<file path="config.mk">
export PLATFORM = sky130hd
export DESIGN_NAME = module_planificador_tx
export DESIGN_NICKNAME = d
export VERILOG_FILES = /design/src/rtl/module_planificador_tx.sv
export SDC_FILE = /design/constraint.sdc
export NUM_CORES = 1
export LEC_CHECK = 0
export BUFFER_PORTS_ARGS = -buffer_cell sky130_fd_sc_hd__buf_2
export CORE_ASPECT_RATIO = 0.8
export CORE_MARGIN = 5
export CORE_UTILIZATION = 36
export CTS_CLUSTER_DIAMETER = 120
export DETAILED_ROUTE_END_ITERATION = 6
export SYNTH_ARGS = -nofsm -noshare
export SYNTH_HDL_FRONTEND = slang
export SYNTH_SLANG_ARGS = --single-unit
export TNS_END_PERCENT = 5
</file>
<file path="constraint.sdc">
create_clock -name clk -period 2.15 [get_ports clk]
set_input_delay 0.3225 -clock clk [delete_from_list [all_inputs] [get_ports clk]]
set_output_delay 0.3225 -clock clk [all_outputs]
set_load 0.02 [all_outputs]
</file>
<file path="src/rtl/module_planificador_tx.sv">


module module_planificador_tx_chk (
    input logic clk,
    input logic rst,
    input logic req_a_ready,
    input logic req_b_ready,
    input logic tx_serial,
    input logic tx_ocupado
);

    a_ready_exclusive: assert property (@(posedge clk) !(req_a_ready && req_b_ready));

    a_ready_only_idle: assert property (@(posedge clk)
        (req_a_ready || req_b_ready) |-> (!tx_ocupado && !rst));

    a_idle_line_high: assert property (@(posedge clk) disable iff (rst)
        !tx_ocupado |-> tx_serial);

endmodule

module module_planificador_tx #(
    parameter int BIT_DIV = 4
) (
    input  logic       clk,
    input  logic       rst,
    input  logic       req_a_valid,
    input  logic [3:0] req_a_datos,
    output logic       req_a_ready,
    input  logic       req_b_valid,
    input  logic [3:0] req_b_datos,
    output logic       req_b_ready,
    output logic [3:0] cod_datos_in,
    input  logic [6:0] cod_datos_cod,
    output logic       tx_serial,
    output logic       tx_ocupado,
    output logic       tx_origen
);

    localparam logic [7:0] DIV_LAST = 8'(BIT_DIV - 1);
    localparam logic [2:0] LAST_BIT = 3'd6;

    typedef enum logic [2:0] {
        IDLE  = 3'd0,
        CARGA = 3'd1,
        START = 3'd2,
        DATOS = 3'd3,
        STOP  = 3'd4
    } estado_t;

    estado_t    state_r;
    estado_t    state_next_s;
    logic       prio_r;
    logic       prio_next_s;
    logic [3:0] cod_datos_in_r;
    logic [3:0] cod_datos_in_next_s;
    logic       tx_origen_r;
    logic       tx_origen_next_s;
    logic       tx_serial_r;
    logic       tx_serial_next_s;
    logic       tx_ocupado_r;
    logic [6:0] shift_r;
    logic [6:0] shift_next_s;
    logic [2:0] bit_cnt_r;
    logic [2:0] bit_cnt_next_s;
    logic [7:0] div_r;
    logic [7:0] div_next_s;
    logic       grant_s;
    logic       grant_b_s;
    logic       div_end_s;

    assign div_end_s = (div_r == DIV_LAST);

    // Arbiter: a lone requester wins; on contention prio picks (0 = A, 1 = B)
    always_comb begin
        grant_s   = 1'b0;
        grant_b_s = 1'b0;
        if ((state_r == IDLE) && !rst) begin
            if (req_a_valid && req_b_valid) begin
                grant_s   = 1'b1;
                grant_b_s = prio_r;
            end else if (req_a_valid) begin
                grant_s   = 1'b1;
                grant_b_s = 1'b0;
            end else if (req_b_valid) begin
                grant_s   = 1'b1;
                grant_b_s = 1'b1;
            end else begin
                grant_s   = 1'b0;
                grant_b_s = 1'b0;
            end
        end else begin
            grant_s   = 1'b0;
            grant_b_s = 1'b0;
        end
    end

    // Ready is the grant itself so the handshake completes in the same cycle
    always_comb begin
        req_a_ready = grant_s & ~grant_b_s;
        req_b_ready = grant_s & grant_b_s;
    end

    // Next-state and datapath; tx_serial is computed one cycle ahead so the
    // registered line lines up with the state it belongs to
    always_comb begin
        state_next_s        = state_r;
        prio_next_s         = prio_r;
        cod_datos_in_next_s = cod_datos_in_r;
        tx_origen_next_s    = tx_origen_r;
        tx_serial_next_s    = tx_serial_r;
        shift_next_s        = shift_r;
        bit_cnt_next_s      = bit_cnt_r;
        div_next_s          = div_r;
        case (state_r)
            IDLE: begin
                tx_serial_next_s = 1'b1;
                if (grant_s) begin
                    state_next_s        = CARGA;
                    prio_next_s         = ~grant_b_s;
                    cod_datos_in_next_s = grant_b_s ? req_b_datos : req_a_datos;
                    tx_origen_next_s    = grant_b_s;
                end else begin
                    state_next_s = IDLE;
                end
            end
            CARGA: begin
                shift_next_s     = cod_datos_cod;
                bit_cnt_next_s   = 3'd0;
                div_next_s       = 8'd0;
                tx_serial_next_s = 1'b0;
                state_next_s     = START;
            end
            START: begin
                if (div_end_s) begin
                    div_next_s       = 8'd0;
                    tx_serial_next_s = shift_r[0];
                    state_next_s     = DATOS;
                end else begin
                    div_next_s = div_r + 8'd1;
                end
            end
            DATOS: begin
                if (div_end_s) begin
                    div_next_s = 8'd0;
                    if (bit_cnt_r == LAST_BIT) begin
                        tx_serial_next_s = 1'b1;
                        state_next_s     = STOP;
                    end else begin
                        bit_cnt_next_s   = bit_cnt_r + 3'd1;
                        shift_next_s     = {1'b0, shift_r[6:1]};
                        tx_serial_next_s = shift_r[1];
                    end
                end else begin
                    div_next_s = div_r + 8'd1;
                end
            end
            STOP: begin
                tx_serial_next_s = 1'b1;
                if (div_end_s) begin
                    div_next_s   = 8'd0;
                    state_next_s = IDLE;
                end else begin
                    div_next_s = div_r + 8'd1;
                end
            end
            default: begin
                state_next_s     = IDLE;
                tx_serial_next_s = 1'b1;
                div_next_s       = 8'd0;
                bit_cnt_next_s   = 3'd0;
            end
        endcase
    end

    // State and datapath registers; reset aborts any frame in flight
    always_ff @(posedge clk) begin
        if (rst) begin
            state_r        <= IDLE;
            prio_r         <= 1'b0;
            cod_datos_in_r <= 4'd0;
            tx_origen_r    <= 1'b0;
            tx_serial_r    <= 1'b1;
            tx_ocupado_r   <= 1'b0;
            shift_r        <= 7'd0;
            bit_cnt_r      <= 3'd0;
            div_r          <= 8'd0;
        end else begin
            state_r        <= state_next_s;
            prio_r         <= prio_next_s;
            cod_datos_in_r <= cod_datos_in_next_s;
            tx_origen_r    <= tx_origen_next_s;
            tx_serial_r    <= tx_serial_next_s;
            tx_ocupado_r   <= (state_next_s != IDLE);
            shift_r        <= shift_next_s;
            bit_cnt_r      <= bit_cnt_next_s;
            div_r          <= div_next_s;
        end
    end

    assign cod_datos_in = cod_datos_in_r;
    assign tx_origen    = tx_origen_r;
    assign tx_serial    = tx_serial_r;
    assign tx_ocupado   = tx_ocupado_r;

    module_planificador_tx_chk u_chk (
        .clk         (clk),
        .rst         (rst),
        .req_a_ready (req_a_ready),
        .req_b_ready (req_b_ready),
        .tx_serial   (tx_serial),
        .tx_ocupado  (tx_ocupado)
    );

endmodule

</file>
==> metrics.txt <==
Cell Area, Synth=1460 um^2; Synth Flop Type=dfxtp_1; final setup TNS=0 ns; FF-to-FF End=shift_r[2]$_SDFFE_PP0P_; highest net fanout along the worst path=15; worst reg-to-reg setup slack=0.17 ns; Clock Sinks=29; Cells after Synth=162; residual DRC count=0; final setup fails=0; Worst slew margin=0.580; Worst Setup Path Type=reg -> out; layout net count=219; IO Count=28; Fmax=0.501 GHz; DRT iter0 DRCs=91; Fin. Hold Viols=0; net count after synthesis=184; # rows=20; initial core utilization=0.379; worst hold stages=3; crit share post-route=0.927; Critical Path AT=1.67 ns; Post-DRT Antenna Nets=0; TritonCTS clock tree=built; Yosys reg bits=29; layout cell share with drive strength beyond 1=0.273; RSZ-0062 raised after global routing=no; Final Max Tran Viols=0; CP max stage cell=or4_1; vias in the first global route=1395; gpl congestion=0.887; worst hold slack=0.233 ns; Worst-path clk slew=0.06 ns; P per Cell Area=725 nW/um^2; Top delay family on crit path=simple AND/OR/NAND/NOR gates; max-cap viol count=0; # port buffers=27; CP bufs+invs=1; Pre-Repair DR Iteration Count=4; outcome=finished, final reports clean; leakage=0.772 nW; Synth Area per Inst=9.01 um^2; Critical Path Max Stage Delay=0.55 ns; Core ar.=3850 um^2; die area=5430 um^2; Hold Path Origin=req_a_datos[3]; Seq/Total Area, Yosys=0.398; Worst-Skew Late Latency=0.27 ns; Async SR Flop Fraction=0; Routed WL per cell=14.8 um; global-route wire length before repair=6240 um; number of flops mapped to enable cells by yosys=0; TritonCTS Buffers=5; number of cells on the critical path=3; worst reg2reg startpoint=div_r[1]$_SDFFE_PP0P_; critical path startpoint category=flop; diode count=0; All-Layer GR Usage=0.149; initial antenna violation count=0; root buffer cell=clkbuf_8; gr ovfl total=0; maximum vdd drop=0.000506 V; fillcell total=396; die width=81.2 um; Worst Tran Pin Value=0.626 ns; critical-path cell list=or4_1, a211oi_2, buf_2; final WL=3740 um; Required @ worst endpoint=1.83 ns; power consumption=1.30 mW; hpwl dp=2790 um; via count=1377; Synth cell types=45; CTS H-tree depth=2; Via-to-Cell Ratio=5.44; worst hold endpoint=cod_datos_in[3]$_SDFFE_PP0N_; Die Y=66.9 um; r2r worst-path depth=6; pin count of the biggest net entering global routing=16; yosys warns=0; Area Growth Syn to Fin=23.0%; Final Critical Period=1.99 ns; crit end category=output pin; clk_skew=0.00419 ns; worst-case clock buffer depth=2; HP Class=in -> reg
cell usage after synthesis, types with 2 or more instances:
library cell	n	area share
a32oi_1	6	0.036
o21ai_0	5	0.017
nor2b_1	3	0.013
a211oi_1	6	0.031
nand3_1	9	0.031
ha_1	3	0.026
a21oi_1	12	0.041
dfxtp_1	29	0.40
nor2_1	12	0.031
nand4_1	3	0.013
inv_1	3	0.0077
a211oi_2	3	0.026
a221oi_1	2	0.012
o41ai_1	2	0.012
or3_1	3	0.013
nand2_1	15	0.039
mux2i_1	6	0.041
nor3_1	3	0.010
xor2_1	5	0.030
and2_1	2	0.0086
clkbuf_1	6	0.015
routing by layer:
layer	wire length, um	share of wire	global-route usage	vias to the layer above
li1	-	-	-	681
met1	1870	0.50	0.192	654
met2	1620	0.43	0.232	39
met3	231	0.062	0.0473	3
met4	22	0.0059	0.0570	0
met5	0	0	0	-
stage by stage:
step	cells	util	setup WS [ns]	cell area, um^2
finish	253	0.466	0.156	1790
floorplan	162	-	0.261	1460
CTS	252	0.464	0.0695	1790
detailed placement	244	0.437	0.00753	1680
global placement	244	0.437	0.130	1680
global route	253	0.466	0.0212	1790
placed cells by master (no fill, tap or decap), drive strengths merged, types with 3 or more instances in the layout:
master / synthesis / layout
a211oi: 9 / 9
mux2i: 6 / 6
ha: 3 / 3
or3: 3 / 3
nor2: 12 / 12
a21oi: 12 / 12
nor2b: 3 / 3
clkbuf: 7 / 7
a32oi: 6 / 6
dfxtp: 29 / 29
nor3: 3 / 3
xor2: 5 / 5
nand4: 3 / 3
buf: 1 / 36
inv: 3 / 3
nand3: 9 / 9
o21ai: 6 / 6
nand2: 15 / 15
worst max-delay path by stage:
stage                                from                   endpoint  slack [ns]
detailed placement  div_r[0]$_SDFFE_PP0P_    shift_r[1]$_SDFFE_PP0P_       0.008
global placement    div_r[0]$_SDFFE_PP0P_    shift_r[3]$_SDFFE_PP0P_        0.13
global route        div_r[1]$_SDFFE_PP0P_  bit_cnt_r[0]$_SDFFE_PP0P_        0.02
floorplan           div_r[0]$_SDFFE_PP0P_    shift_r[0]$_SDFFE_PP0P_        0.26
finish              state_r[0]$_SDFF_PP0_                req_a_ready        0.16
CTS                 div_r[1]$_SDFFE_PP0P_    shift_r[1]$_SDFFE_PP0P_        0.07
where the power goes:
| group | switching [mW] | total (mW) | internal, mW |
|---|---|---|---|
| clock | 0.199 | 0.487 | 0.289 |
| sequential | 0.0317 | 0.605 | 0.574 |
| combinational | 0.119 | 0.208 | 0.0887 |
| total | 0.350 | 1.30 | 0.951 |
timing repair:
item                       CTS  global route
hold buffers                 0             0
buffers inserted             0             1
resized for setup            1             0
hold endpoints to repair     0             0
pin swaps                    0             1
setup endpoints to repair    3             7
cells by family (layout without fill, tap and decap cells):
kind of cell / count (synthesis) / count (layout) / synth area share
compound gates: 46 / 46 / 0.244
simple gates: 62 / 62 / 0.227
mux: 6 / 6 / 0.0412
buf+inv: 11 / 47 / 0.0343
flops: 29 / 29 / 0.398
fa+ha+maj: 3 / 3 / 0.0257
xor+xnor: 5 / 5 / 0.0300
cell type report:
type / count / area [um^2] / share of cell area
multi-input combinational: 122 / 830 / 0.462
timing repair buffer: 36 / 203 / 0.113
clock buffer: 7 / 96.3 / 0.0537
clock inverter: 1 / 5.00 / 0.00279
inverter: 3 / 11.3 / 0.00628
tap: 55 / 68.8 / 0.0384
sequential: 29 / 581 / 0.324
worst register-to-register path, delay by kind of cell, from the launching register on:
family / cells / cell delay (ns)
DFF: 1 / 0.39
AOI/OAI and AO/OA: 2 / 0.28
adders and majority gates: 1 / 0.26
buffers and inverters: 1 / 0.18
and+or+nand+nor: 2 / 0.76
flip-flops by register name (all words and copies together) (netlist names):
| signal | count |
|---|---|
| tx_serial | 1 |
| bit_cnt_r | 3 |
| tx_ocupado | 1 |
| shift_r | 7 |
| state_r | 3 |
| tx_origen | 1 |
| prio_r | 1 |
| cod_datos_in | 4 |
| div_r | 8 |
No activity file was read; power rests on OpenSTA's default activity.
